## config.mk

```make
export PLATFORM = sky130hd
export DESIGN_NAME = ack_nak_scheduler
export DESIGN_NICKNAME = d
export VERILOG_FILES = /design/src/rtl/dl_pkg.sv /design/src/rtl/acknak_lat_timer.sv /design/src/rtl/ack_nak_scheduler.sv
export SDC_FILE = /design/constraint.sdc
export NUM_CORES = 1
export LEC_CHECK = 0
export CORE_ASPECT_RATIO = 0.8
export CORE_MARGIN = 2
export CORE_UTILIZATION = 43
export DETAILED_ROUTE_END_ITERATION = 16
export GPL_ROUTABILITY_DRIVEN = 1
export PLACE_DENSITY_LB_ADDON = 0.1
export REMOVE_ABC_BUFFERS = 1
export SLEW_MARGIN = 20
export SYNTH_ARGS = -nofsm -noshare
export SYNTH_HDL_FRONTEND = slang
export SYNTH_HIERARCHICAL = 1
export SYNTH_SLANG_ARGS = --single-unit
```

## constraint.sdc

```tcl
create_clock -name clk -period 1.85 [get_ports clk]
set_input_delay 0.37 -clock clk [delete_from_list [all_inputs] [get_ports clk]]
set_output_delay 0.37 -clock clk [all_outputs]
set_load 0.005 [all_outputs]
```

## src/rtl/dl_pkg.sv

```systemverilog
// Shared Data Link Layer types for the receive-side Ack/Nak path.
package dl_pkg;

  localparam int SEQ_W = 12;

  typedef enum logic {
    DLLP_ACK = 1'b0,
    DLLP_NAK = 1'b1
  } dllp_kind_e;

  typedef enum logic [1:0] {
    IDLE     = 2'd0,
    ACK_WAIT = 2'd1,
    SEND_ACK = 2'd2,
    SEND_NAK = 2'd3
  } acknak_state_e;

endpackage

```

## src/rtl/acknak_lat_timer.sv

```systemverilog
// AckNak latency timer: runs from the first unacked good TLP, flags expiry
// and holds that flag until the next Ack/Nak transfer clears it.
module acknak_lat_timer #(
  parameter int LAT_W = 10,
  parameter int LIMIT = 255
) (
  input  logic clk,
  input  logic rst,
  input  logic start,
  input  logic clear,
  output logic expired
);

  localparam logic [LAT_W-1:0] LAST = LAT_W'(LIMIT - 1);

  logic [LAT_W-1:0] lat_cnt;
  logic             lat_run;

  // A start coinciding with a clear re-arms for the TLP that just arrived.
  // The count saturates at LAST so expiry stays visible until serviced.
  always_ff @(posedge clk) begin
    if (!rst) begin
      lat_run <= 1'b0;
      lat_cnt <= '0;
    end else if (start && (clear || !lat_run)) begin
      lat_run <= 1'b1;
      lat_cnt <= '0;
    end else if (clear) begin
      lat_run <= 1'b0;
      lat_cnt <= '0;
    end else if (lat_run && (lat_cnt != LAST)) begin
      lat_cnt <= lat_cnt + 1'b1;
    end
  end

  assign expired = lat_run && (lat_cnt == LAST);

endmodule

```

## src/rtl/ack_nak_scheduler.sv

```systemverilog
// Receive-side Ack/Nak DLLP scheduler: coalesces Acks, enforces the AckNak
// latency timer, gives Nak priority and issues one Nak per episode.
module ack_nak_scheduler
  import dl_pkg::*;
#(
  parameter int SEQ_W         = dl_pkg::SEQ_W,
  parameter int LAT_W         = 10,
  parameter int ACK_LAT_LIMIT = 255,
  parameter int COALESCE_MAX  = 4
) (
  input  logic             clk,
  input  logic             rst,
  input  logic             dl_up,
  input  logic             schedule_ack,
  input  logic             nak_scheduled,
  input  logic [SEQ_W-1:0] req_seq_num,
  input  logic             lat_timer_start,
  output logic             dllp_vld,
  output logic             dllp_is_nak,
  output logic [SEQ_W-1:0] dllp_seq,
  input  logic             dllp_rdy,
  output logic             ack_pending,
  output logic             nak_sent
);

  localparam logic [2:0] COAL_LIM = 3'(COALESCE_MAX);

  acknak_state_e    state;
  dllp_kind_e       dllp_kind;
  logic [SEQ_W-1:0] pend_seq;
  logic             pend_vld;
  logic [2:0]       coal_cnt;
  logic             lat_expired;
  logic             xfer;
  logic             nak_req;

  assign xfer    = dllp_vld && dllp_rdy;
  assign nak_req = nak_scheduled && !nak_sent && (state != SEND_NAK);

  acknak_lat_timer #(
    .LAT_W (LAT_W),
    .LIMIT (ACK_LAT_LIMIT)
  ) u_lat_timer (
    .clk     (clk),
    .rst     (rst),
    .start   (lat_timer_start && dl_up),
    .clear   (xfer || !dl_up),
    .expired (lat_expired)
  );

  always_ff @(posedge clk) begin
    if (!rst || !dl_up) begin
      state     <= IDLE;
      dllp_kind <= DLLP_ACK;
      dllp_vld  <= 1'b0;
      dllp_seq  <= '0;
      pend_seq  <= '0;
      pend_vld  <= 1'b0;
      coal_cnt  <= '0;
      nak_sent  <= 1'b0;
    end else begin
      if (schedule_ack) begin
        pend_seq <= req_seq_num;
        pend_vld <= 1'b1;
        if (coal_cnt != 3'd7) coal_cnt <= coal_cnt + 3'd1;
      end
      if (!nak_scheduled) nak_sent <= 1'b0;

      // Entry assignments below override the capture above, so a Nak
      // swallows a same-cycle Ack and an Ack entry folds in a same-cycle one.
      case (state)
        IDLE, ACK_WAIT: begin
          if (nak_req) begin
            state     <= SEND_NAK;
            dllp_kind <= DLLP_NAK;
            dllp_seq  <= req_seq_num;
            dllp_vld  <= 1'b1;
            pend_vld  <= 1'b0;
            coal_cnt  <= '0;
          end else if (state == IDLE) begin
            if (pend_vld) state <= ACK_WAIT;
          end else if (lat_expired || (coal_cnt >= COAL_LIM)) begin
            state     <= SEND_ACK;
            dllp_kind <= DLLP_ACK;
            dllp_seq  <= schedule_ack ? req_seq_num : pend_seq;
            dllp_vld  <= 1'b1;
            pend_vld  <= 1'b0;
            coal_cnt  <= '0;
          end
        end
        SEND_ACK: begin
          if (xfer) begin
            dllp_vld <= 1'b0;
            state    <= (pend_vld || schedule_ack) ? ACK_WAIT : IDLE;
          end
        end
        SEND_NAK: begin
          if (xfer) begin
            dllp_vld <= 1'b0;
            state    <= IDLE;
            if (nak_scheduled) nak_sent <= 1'b1;
          end
        end
        default: state <= IDLE;
      endcase
    end
  end

  assign dllp_is_nak = (dllp_kind == DLLP_NAK);
  assign ack_pending = pend_vld || ((state == SEND_ACK) && dllp_vld);

endmodule

```

* Word level (Yosys, flattened, before mapping) *
Cells that the tools add are included.

storage, ports and cells
  bits in registers = 44
  input port bits = 19
  output and inout port bits = 16

operators by class
  $add $sub $neg = 2
  order comparisons = 1
  equality and inequality tests = 15
  mux-type cells = 37
  bitwise gates (word level) = 1
  reductions and logical operators = 27

operators with widths
  cell                     number
  $mux W12                 4
  $mux W1                  19
  $mux W3                  6
  $mux W2                  6
  $add A10 B1 Y10 const B  1
  $eq A10 B8 Y1 const B    1
  $ne A10 B8 Y1 const B    1
  $ne A3 B3 Y1 const B     3
  $logic_and A1 B1 Y1      8
  $ne A2 B2 Y1 const B     4
  $ne A4 B4 Y1 const B     2
  $logic_or A1 B1 Y1       6
  $pmux W2 S3              1
  $reduce_and A3 Y1        2
  $eq A2 B2 Y1 const B     2
  $logic_not A1 Y1         4
  $reduce_and A4 Y1        1
  $reduce_bool A2 Y1       2
  $reduce_or A2 Y1         2
  $add A3 B1 Y3 const B    1
  $ge A3 B3 Y1 const B     1
  $reduce_or A3 Y1         1
  $eq A2 B1 Y1 const B     1
  $logic_not A2 Y1         1
  3 further kinds          3

* Depth between registers and ports, before layout *
Gate-level depths: netlist of the first run.

  depth in word-level cells = 7
  depth in mapped cells = 9

* By module *
The synthesis of the first run kept the hierarchy.

by module, submodules not included
  module             instances  cells each  area an instance (µm²)  sequential area each (µm²)
  ack_nak_scheduler  1          162         1,577.8                 660.6
  acknak_lat_timer   1          68          635.6                   220.2

* Least setup slack after synthesis of the first run *
No wires, ideal clock.

  kind = register to register
  from = register u_lat_timer.lat_cnt[0]
  to = register dllp_seq[0]
  arrival = 1.780 ns
  data required time = 1.723 ns
  slack = -0.057 ns
  stages on the path, launching flop included = 10
  path buffers = 1
  period minus slack after synthesis = 1.907 ns
  cell sequence = dfxtp_1 -> inv_1 -> ha_1 -> nor3b_4 -> nand3_1 -> nor2_1 -> o21ai_1 -> buf_2 -> o2111ai_1 -> o31ai_2

between the ends
  longest elaborated chain between the ends = 5

ends and longest elaborated chain
  what                                 line                     text
  from (decl)                          acknak_lat_timer.sv:16   logic [LAT_W-1:0] lat_cnt;
  from (signal assigned)               acknak_lat_timer.sv:32   lat_cnt <= lat_cnt + 1'b1;
  $eq A10 B8 Y1                        acknak_lat_timer.sv:36   assign expired = lat_run && (lat_cnt == LAST);
  $logic_and A1 B1 Y1                  acknak_lat_timer.sv:36
  via lat_expired                      ack_nak_scheduler.sv:33  logic lat_expired;
  $logic_or A1 B1 Y1                   ack_nak_scheduler.sv:82  end else if (lat_expired || (coal_cnt >= COAL_LIM)) begin
  $reduce_bool A2 Y1 (no source line)  -
  $reduce_and A3 Y1 (no source line)   -
  to (signal assigned)                 ack_nak_scheduler.sv:76  dllp_seq <= req_seq_num;
  to (signal assigned)                 ack_nak_scheduler.sv:85  dllp_seq <= schedule_ack ? req_seq_num : pend_seq;
  to (decl)                            ack_nak_scheduler.sv:20  output logic [SEQ_W-1:0] dllp_seq,

The timed path passes the listed nets, and every way through them passes these cells.
A chain may end at the register's enable or synchronous reset.

* Worst setup path in the final report of the first run *
  from = register state[0]
  to = output ack_pending

between the ends
  longest elaborated chain between the ends = 3

ends and longest elaborated chain
  what                    line                      text
  from (decl)             ack_nak_scheduler.sv:28   acknak_state_e state;
  from (signal assigned)  ack_nak_scheduler.sv:94   state <= (pend_vld || schedule_ack) ? ACK_WAIT : IDLE;
  $eq A2 B2 Y1            ack_nak_scheduler.sv:110  assign ack_pending = pend_vld || ((state == SEND_ACK) && dllp_vld);
  $logic_and A1 B1 Y1     ack_nak_scheduler.sv:110
  $logic_or A1 B1 Y1      ack_nak_scheduler.sv:110
  to (decl)               ack_nak_scheduler.sv:22   output logic ack_pending,

No other way between the ends.

==> results of run 1 <==
## worst max-delay path, cell delays in order (launching register included)
cell and delay (ns):
dfxtp_4 0.38, nor2b_4 0.13, a21o_1 0.13, clkdlybuf4s50_1 0.49
## layer usage
metal	GRT usage	up-vias	share of wire
met5	0	-	0
met4	0.0645	0	0.012
met3	0.0422	6	0.047
met2	0.260	44	0.41
met1	0.279	839	0.53
li1	-	942	-
## flip-flops by register name, summed over array words and instances, names as in the netlist
signal	cells
state	2
pend_vld	1
u_lat_timer/lat_run	1
dllp_is_nak	1
dllp_seq	12
coal_cnt	3
nak_sent	1
dllp_vld	1
u_lat_timer/lat_cnt	10
pend_seq	12
## worst max path at each step
stage / endpoint / slack, ns / cells after the start
5_1_grt: ack_pending / -0.009 / 3
3_5_place_dp: dllp_seq[3]$_SDFFE_PP0P_ / -0.03 / 9
2_1_floorplan: dllp_seq[0]$_SDFFE_PP0P_ / -0.13 / 8
4_1_cts: ack_pending / 0.002 / 3
6_report: ack_pending / 0.06 / 3
3_3_place_gp: u_lat_timer/lat_cnt[5]$_SDFFE_PP0P_ / 0.08 / 5
## Yosys cell counts (all sizes together) (2+ instances only)
cell     count
dfxtp       44
nor2        29
nor3        17
mux2i       14
a21boi      13
buf         13
o2111ai     12
o31ai       12
nand2       10
a21oi        7
xnor2        7
inv          6
nand3        4
a31oi        3
and2         3
clkbuf       3
ha           3
nand4        3
o21ai        3
a211oi       2
a311oi       2
and3         2
o21a         2
or3b         2
## kinds of logic (layout without fill, tap and decap cells)
| group | count (synthesis) | after routing | share of synthesized area |
|---|---|---|---|
| adders and majority gates | 3 | 3 | 0.0170 |
| muxes | 14 | 14 | 0.0633 |
| xor gates and xnor gates | 7 | 7 | 0.0277 |
| DFF | 44 | 44 | 0.398 |
| AOI/OAI and AO/OA | 66 | 66 | 0.271 |
| buffers and inverters | 22 | 70 | 0.0582 |
| and+or+nand+nor | 74 | 74 | 0.165 |
## stage by stage
| stage | total power [mW] | std cells | setup TNS, ns | instance area (um^2) | utilization |
|---|---|---|---|---|---|
| after floorplan | 1.14 | 214 | -1.86 | 2110 | - |
| after global placement | 1.27 | 330 | 0 | 2700 | 0.542 |
| after detailed placement | 1.27 | 330 | -0.0296 | 2700 | 0.542 |
| after CTS | 1.99 | 338 | 0 | 2820 | 0.566 |
| after global routing | 2.09 | 340 | -0.00867 | 2980 | 0.598 |
| final | 2.01 | 340 | 0 | 2980 | 0.598 |
## area by class of cell
cell class | count | area, um^2
fill | 440 | 2000
multi-input combinational | 164 | 1340
sequential | 44 | 887
timing repair buffer | 56 | 548
tap | 62 | 77.6
clock buffer | 6 | 72.6
clock inverter | 2 | 35.0
inverter | 6 | 22.5
## repair_timing
item                                    4_1_cts  5_1_grt
setup buffers                                 0        1
pin swaps                                     0        3
gates resized for setup                       3       22
endpoints found under the setup margin        2       12
gates cloned                                  0        1
hold endpoints to repair                      0        0
## report_power, final
part / switching [mW] / total (mW) / internal, mW
Combinational: 0.143 / 0.287 / 0.144
Sequential: 0.0194 / 0.992 / 0.973
Clock: 0.328 / 0.729 / 0.401
==> results.md, run 1 <==
- Crit-path max FO: 8
- HP Class: reg2reg
- Mean routed wirelength per cell: approximately 16 um
- Total number of yosys warnings: 6
- Crit path launch type: flip-flop
- Row count: 23
- HP Start: pend_seq[4]$_SDFF_PP0_
- Top FF cell, synth: dfxtp_1
- Hold EP: pend_seq[4]$_SDFF_PP0_
- Post-DRT Antenna Nets: 0
- Maxcap violations: 0
- Distinct cells, synth: between 40 and 50
- DRC viols: 0
- Die Height: roughly 68 um
- Antenna fix cells: 0
- CTS Sinks: 44
- Fin nets: 299
- Clk Tree Root Cell: clkbuf_8
- Fin crit period: 1.79 ns
- Initial drt markers: ~130
- VDD IR max: around 0.47 mV
- Final wirelength: 5.37 mm
- CP required: around 1.5 ns
- TritonCTS clock tree: done
- Syn avg cell area: 9.62 um^2
- Crit share post-route: 0.969
- R2R depth: 9
- Status: finished clean
- Share of layout cells above drive strength 1: 0.234
- Cell accounting for the most synthesized area: dfxtp_1
- Crit path launch: state[0]$_SDFFE_PP0P_
- Placement Setup Slack: -0.0296 ns
- Setup Crit Path Kind: reg2out
- DRT Pass-1 Iters: 4
- Starting density of the core: 0.445
- Reg2reg start: u_lat_timer/lat_cnt[0]$_SDFFE_PP0P_
- Arr. time, crit path: between 1 and 1.5 ns
- H-tree Lvls: 2
- Async SR Flop Fraction: 0
- Buffers on Ports: 34
- Area Growth Syn to Fin: 34.5%
- Leakage: approximately 1.1 nW
- Yosys top cell area share: 0.398
- Final setup vio count: 0
- Clock Tree Buf Depth: 2
- # hold bufs at CTS: 0
- Core region area: approximately 0.005 mm^2
- Slew @ Worst Pin: around 0.41 ns
- Slew headroom: 0.723
- Fin. max-slew vios: 0
- Vias per Instance: roughly 5.4
- Pwr dens: roughly 670 mW/mm^2
- Setup crit end kind: output pin
- Placer Congestion: a little over 0.8
- Vias in the first global route: about 1700
- Commonest non-fill, non-tap cells in the layout: dfxtp_1, clkdlybuf4s50_1, nor2_1
- Gr usage total: 0.186
- Final worst-path setup slack: approximately 0.058 ns
- Largest cells by area after synthesis: dfxtp_1, mux2i_1, o31ai_2, nor2_1, o2111ai_1
- R2R setup slack: about 0.08 ns
- Fmax: 558 MHz
- Clock latency on the worst-skew pair: 0.30 ns
- Largest net degree at the start of global routing: 23
- CTS Buf Count: 5
- Mapped Cells: 230
- Post-synthesis sequential area ratio: 0.398
- Routed via count: around 1800
- DIE WIDTH: around 84 um
- Worst hold slack: 0.490 ns
- Most common cell after layout, fill and taps aside: dfxtp_1
- Global route total overflow: 0
- Die Area: roughly 0.0057 mm^2
- I/O Pins: 35
- DP HPWL: around 3.5 mm
- Initial antenna violation count: 0
- Fin. Hold Viols: 0
- EDFF count, synth: 0
- Yosys reg bits: 44
- First-pass GRT wire length: about 8.3 mm
- RR Endpoint: dllp_seq[3]$_SDFFE_PP0P_
- Hold Crit Depth: 2
- Mapped cell area: 0.00221 mm^2
- Clk slew on worst S/H paths: approximately 0.080 ns
- Worst Clk Skew: 0.00850 ns
Power figures use the tool's default switching activity.
==> inputs of run 2 (changes only) <==
--- a/config.mk
+++ b/config.mk
@@ -11,6 +11,7 @@
 export DETAILED_ROUTE_END_ITERATION = 16
 export GPL_ROUTABILITY_DRIVEN = 1
 export PLACE_DENSITY_LB_ADDON = 0.1
+export RECOVER_POWER = 50
 export REMOVE_ABC_BUFFERS = 1
 export SLEW_MARGIN = 20
 export SYNTH_ARGS = -nofsm -noshare
==> results.md, run 2 (same netlist as run 1, synthesis figures left out) <==
- Status: finished clean
- Clock latency on the worst-skew pair: 0.30 ns (about the same)
- Worst Clk Skew: 0.00839 ns (-0.000112 ns)
- TritonCTS clock tree: done
- Final worst-path setup slack: 0.0551 ns (-0.00269 ns)
- Total power: 2.00 mW (-0.15%)
- DIE WIDTH: 84.2 um (unchanged)
- Setup crit end kind: output pin
- Fin crit period: 1.79 ns (+0.00269 ns)
- Initial drt markers: 124 (-2.4%)
- Antenna fix cells: 0 (unchanged)
- Slew @ Worst Pin: 0.406 ns (-0.00850 ns)
- Area Growth Syn to Fin: 33.6%
- Mean routed wirelength per cell: 15.7 um (-0.67%)
- Placement Setup Slack: -0.0296 ns (unchanged)
- Most common cell after layout, fill and taps aside: dfxtp_1
- Clk slew on worst S/H paths: 0.08 ns (about the same)
- Crit share post-route: 0.970 (+0.00145)
- Crit path launch: state[1]$_SDFFE_PP0P_
- Initial antenna violation count: 0 (unchanged)
- Largest net degree at the start of global routing: 23 (unchanged)
- Vias per Instance: 5.34 (-0.82%)
- Final wirelength: 5.33 mm (-0.67%)
- CP max stage cell: clkdlybuf4s50_1
- Die Area: 0.00574 mm^2 (unchanged)
- VDD IR max: 0.476 mV (+0.22%)
- I/O Pins: 35 (unchanged)
- Buffers on Ports: 34 (unchanged)
- Vias in the first global route: 1661 (unchanged)
- Fin. max-slew vios: 0 (unchanged)
- Clock Tree Buf Depth: 2 (unchanged)
- Fin. Hold Viols: 0 (unchanged)
- Arr. time, crit path: 1.42 ns (about the same)
- CP required: 1.48 ns (about the same)
- Total negative slack: 0 ns (unchanged)
- Share of layout cells above drive strength 1: 0.223 (-0.0108)
- Leakage: 1.09 nW (+1.3%)
- Global route total overflow: 0 (unchanged)
- HP Class: reg2reg
- # hold bufs at CTS: 0 (unchanged)
- DRT Pass-1 Iters: 4 (unchanged)
- Delay-heaviest family, CP: buffers and inverters
- Setup Crit Path Kind: reg2out
- H-tree Lvls: 2 (unchanged)
- Crit-path max FO: 2 (-6)
- Post-DRT Antenna Nets: 0 (unchanged)
- CTS Sinks: 44 (unchanged)
- Starting density of the core: 0.445 (unchanged)
- CTS Buf Count: 5 (unchanged)
- Crit path launch type: flip-flop
- Reg2reg start: u_lat_timer/lat_cnt[0]$_SDFFE_PP0P_
- Worst hold slack: 0.486 ns (-0.00409 ns)
- Largest regs: dllp_seq: 12 flops, pend_seq: 12 flops, u_lat_timer/lat_cnt: 10 flops
- Buf/Inv on CP: 1 (unchanged)
- First-pass GRT wire length: 8.29 mm (unchanged)
- Worst stage delay on the critical path: 0.49 ns (about the same)
- Clk Tree Root Cell: clkbuf_8
- Die Height: 68.2 um (unchanged)
- DP HPWL: 3.50 mm (unchanged)
- Core region area: 0.00498 mm^2 (unchanged)
- HP Start: dllp_is_nak$_SDFFE_PP0P_
- Gr usage total: 0.186 (unchanged)
- DRC viols: 0 (unchanged)
- Worst path cell trace: nor2b_4, a21o_1, clkdlybuf4s50_1
- Maxcap violations: 0 (unchanged)
- Fmax: 557 MHz (-0.15%)
- Routed via count: 1816 (-0.82%)
- Commonest non-fill, non-tap cells in the layout: dfxtp_1, nor2_1, clkdlybuf4s50_1
- Fin nets: 299 (unchanged)
- Placer Congestion: 0.817 (unchanged)
- Slew headroom: 0.729 (+0.00568)
- Final setup vio count: 0 (unchanged)
- Row count: 23 (unchanged)
- Pwr dens: 678 mW/mm^2 (+0.57%)
==> run 2: through the flow <==
| step | utilization | cell area (um^2) | std cells |
|---|---|---|---|
| after floorplan | - | 2110 | 214 |
| after global placement | 0.542 | 2700 | 330 |
| after CTS | 0.566 | 2820 | 338 |
| final | 0.594 | 2960 | 340 |
| after detailed placement | 0.542 | 2700 | 330 |
| after global routing | 0.594 | 2960 | 340 |
==> run 2: final cells by class <==
type / count / area (um^2)
sequential: 44 / 886
multi-input combinational: 164 / 1320
timing repair buffer: 56 / 548
tap: 62 / 77.6
inverter: 6 / 22.5
fill: 444 / 2020
clock inverter: 2 / 35.0
clock buffer: 6 / 72.6
==> run 2: where the power goes <==
group / internal [mW] / switching, mW / leakage, nW / total (mW)
Sequential: 0.973 / 0.0193 / 0.359 / 0.992
Clock: 0.401 / 0.330 / 0.0552 / 0.731
Combinational: 0.141 / 0.141 / 0.672 / 0.282
==> run 2: path summary, 6_finish.rpt <==
path / slack [ns] / endpoint / cells after the start
max: 0.06 / ack_pending / 3
min: 0.49 / dllp_is_nak$_SDFFE_PP0P_ / 2
max reg2reg: 0.08 / dllp_seq[3]$_SDFFE_PP0P_ / 9
min reg2reg: 0.49 / dllp_is_nak$_SDFFE_PP0P_ / 2
==> run 2: worst reg2reg max path, cell delays in order, from the launching register on <==
cell and delay, ns:
dfxtp_1 0.32, inv_2 0.07, ha_4 0.13, nor3b_4 0.20, nand3_2 0.13, nor2_4 0.15
o21a_4 0.15, o211ai_4 0.12, buf_12 0.17, o31ai_4 0.25
==> run 2: timing repair <==
action / in CTS / in global routing
pin swaps: 0 / 3
gates resized for setup: 3 / 22
cloned: 0 / 1
buffers inserted: 0 / 1
setup endpoints to repair: 2 / 12
==> run 2: routing by layer <==
| metal | wire length (um) | global-route usage | up-vias | share of wire |
|---|---|---|---|---|
| met5 | 0 | 0 | - | 0 |
| li1 | - | - | 943 | - |
| met1 | 2890 | 0.279 | 838 | 0.54 |
| met3 | 175 | 0.0422 | 4 | 0.033 |
| met2 | 2220 | 0.260 | 31 | 0.42 |
| met4 | 51 | 0.0645 | 0 | 0.0096 |
==> inputs of run 3 (changes only) <==
==> constraint.sdc (replaced) <==
create_clock -name clk -period 1.8 [get_ports clk]
set_input_delay 0.36 -clock clk [delete_from_list [all_inputs] [get_ports clk]]
set_output_delay 0.36 -clock clk [all_outputs]
set_load 0.005 [all_outputs]
==> results.md, run 3 (same netlist as run 1, synthesis figures left out) <==
- Vias in the first global route: 1656 (-0.30%)
- Die Height: 68.2 um (unchanged)
- Row count: 23 (unchanged)
- DIE WIDTH: 84.2 um (unchanged)
- Fin. max-slew vios: 0 (unchanged)
- Arr. time, crit path: 1.97 ns (+0.55 ns)
- Die Area: 0.00574 mm^2 (unchanged)
- Slew @ Worst Pin: 0.474 ns (+0.0679 ns)
- Final worst-path setup slack: 0.0505 ns (-0.00456 ns)
- Final setup vio count: 0 (unchanged)
- Post-DRT Antenna Nets: 0 (unchanged)
- Initial antenna violation count: 0 (unchanged)
- Crit share post-route: 0.972
- Clk Tree Root Cell: clkbuf_8
- Final wirelength: 5.14 mm (-3.5%)
- Share of layout cells above drive strength 1: 0.206 (-0.0173)
- Delay-heaviest family, CP: compound AO/OA/AOI/OAI gates
- Mean routed wirelength per cell: 15.0 um (-4.6%)
- Post-route core utilization: 0.575 (-0.0191)
- Setup Crit Path Kind: reg2reg
- Vias per Instance: 5.44 (+1.8%)
- Pwr dens: 677 mW/mm^2 (about the same)
- DRT Pass-1 Iters: 4 (unchanged)
- Placement Setup Slack: -0.0151 ns (+0.0145 ns)
- Largest net degree at the start of global routing: 23 (unchanged)
- Total power: 1.94 mW (-3.3%)
- Core region area: 0.00498 mm^2 (unchanged)
- Area Growth Syn to Fin: 29.3%
- Clock latency on the worst-skew pair: 0.30 ns (about the same)
- Fin nets: 303 (+1.3%)
- H-tree Lvls: 2 (unchanged)
- Largest regs: dllp_seq: 12 flops, pend_seq: 12 flops, u_lat_timer/lat_cnt: 10 flops
- Starting density of the core: 0.445 (unchanged)
- Setup crit end kind: flip-flop
- Commonest non-fill, non-tap cells in the layout: dfxtp_1, clkdlybuf4s50_1, nor2_1
- Fin. Hold Viols: 0 (unchanged)
- Status: finished clean
- Fin crit period: approximately 1.7 ns
- # hold bufs at CTS: 0 (unchanged)
- DP HPWL: 3.62 mm (+3.4%)
- CP required: 2.02 ns (+0.54 ns)
- DRC viols: 0 (unchanged)
- Crit-path max FO: 12 (+10)
- RSZ-0062 raised after global routing: true
- Gr usage total: 0.189 (+0.00255)
- Worst stage delay on the critical path: 0.32 ns (-0.17 ns)
- First-pass GRT wire length: 8.39 mm (+1.2%)
- Worst path cell trace: inv_1, ha_1, nor3b_4, nand3_2, nor2_4, o21a_1, o211ai_2, buf_12, o31ai_2
- Routed via count: 1871 (+3.0%)
- Global route total overflow: 0 (unchanged)
- Crit path launch type: flip-flop
- Clk slew on worst S/H paths: 0.08 ns (about the same)
- I/O Pins: 35 (unchanged)
- Worst Clk Skew: 0.00800 ns (-0.000392 ns)
- Fmax: around 570 MHz
- CP max stage cell: dfxtp_2
- CTS Buf Count: 5 (unchanged)
- Antenna fix cells: 0 (unchanged)
- CTS Sinks: 44 (unchanged)
- Slew headroom: 0.684 (-0.0446)
- Most common cell after layout, fill and taps aside: dfxtp_1
- TritonCTS clock tree: done
- Buf/Inv on CP: 2 (+1)
- Initial drt markers: 57 (-54%)
- Buffers on Ports: 34 (unchanged)
- Clock Tree Buf Depth: 2 (unchanged)
- Leakage: 1.08 nW (-0.63%)
- HP Class: reg2reg
- VDD IR max: 0.522 mV (+9.8%)
- Maxcap violations: 0 (unchanged)
- Placer Congestion: 0.844 (+3.3%)
==> run 3: worst paths after layout <==
path / cells past startpoint / to / slack, ns / from
max: 9 / dllp_seq[2]$_SDFFE_PP0P_ / 0.05 / u_lat_timer/lat_cnt[0]$_SDFFE_PP0P_
min: 2 / pend_seq[10]$_SDFF_PP0_ / 0.49 / pend_seq[10]$_SDFF_PP0_
max reg2reg: 9 / dllp_seq[2]$_SDFFE_PP0P_ / 0.05 / u_lat_timer/lat_cnt[0]$_SDFFE_PP0P_
min reg2reg: 2 / pend_seq[10]$_SDFF_PP0_ / 0.49 / pend_seq[10]$_SDFF_PP0_
==> run 3: timing repair <==
| action | in CTS | in global routing |
|---|---|---|
| pin swaps | 0 | 2 |
| resized for setup | 2 | 9 |
| endpoints found under the setup margin | 1 | 18 |
| buffers inserted | 0 | 1 |
==> run 3: worst reg2reg max path, stage by stage, from the launching register on <==
cell	delay, ns
dfxtp_2	0.32
inv_1	0.05
ha_1	0.15
nor3b_4	0.22
nand3_2	0.13
nor2_4	0.13
o21a_1	0.16
o211ai_2	0.11
buf_12	0.17
o31ai_2	0.23
==> run 3: layout make-up <==
type                       count  area [um^2]
fill                         453         2120
multi-input combinational    164         1230
sequential                    44          886
timing repair buffer          60          557
clock buffer                   8         90.1
tap                           62         77.6
inverter                       6         22.5
==> run 3: per-stage QoR <==
step / hold WS [ns] / instance area, um^2 / TNS (ns) / cells
after floorplan: 0.450 / 2110 / -2.71 / 214
after global placement: 0.464 / 2750 / 0 / 335
after detailed placement: 0.476 / 2750 / -0.0151 / 335
after CTS: 0.495 / 2840 / 0 / 343
after global routing: 0.522 / 2860 / -0.443 / 344
final: 0.485 / 2860 / 0 / 344
==> run 3: report_power, final <==
group	switching, mW	leakage [nW]	internal, mW
Clock	0.328	0.0455	0.313
Combinational	0.136	0.675	0.146
Sequential	0.0155	0.359	1.00
==> run 3: metal layers <==
layer / track usage / vias to the layer above / share of wire
met3: 0.0422 / 7 / 0.049
met5: 0 / - / 0
met4: 0.0847 / 0 / 0.015
li1: - / 947 / -
met1: 0.273 / 865 / 0.54
met2: 0.267 / 52 / 0.40
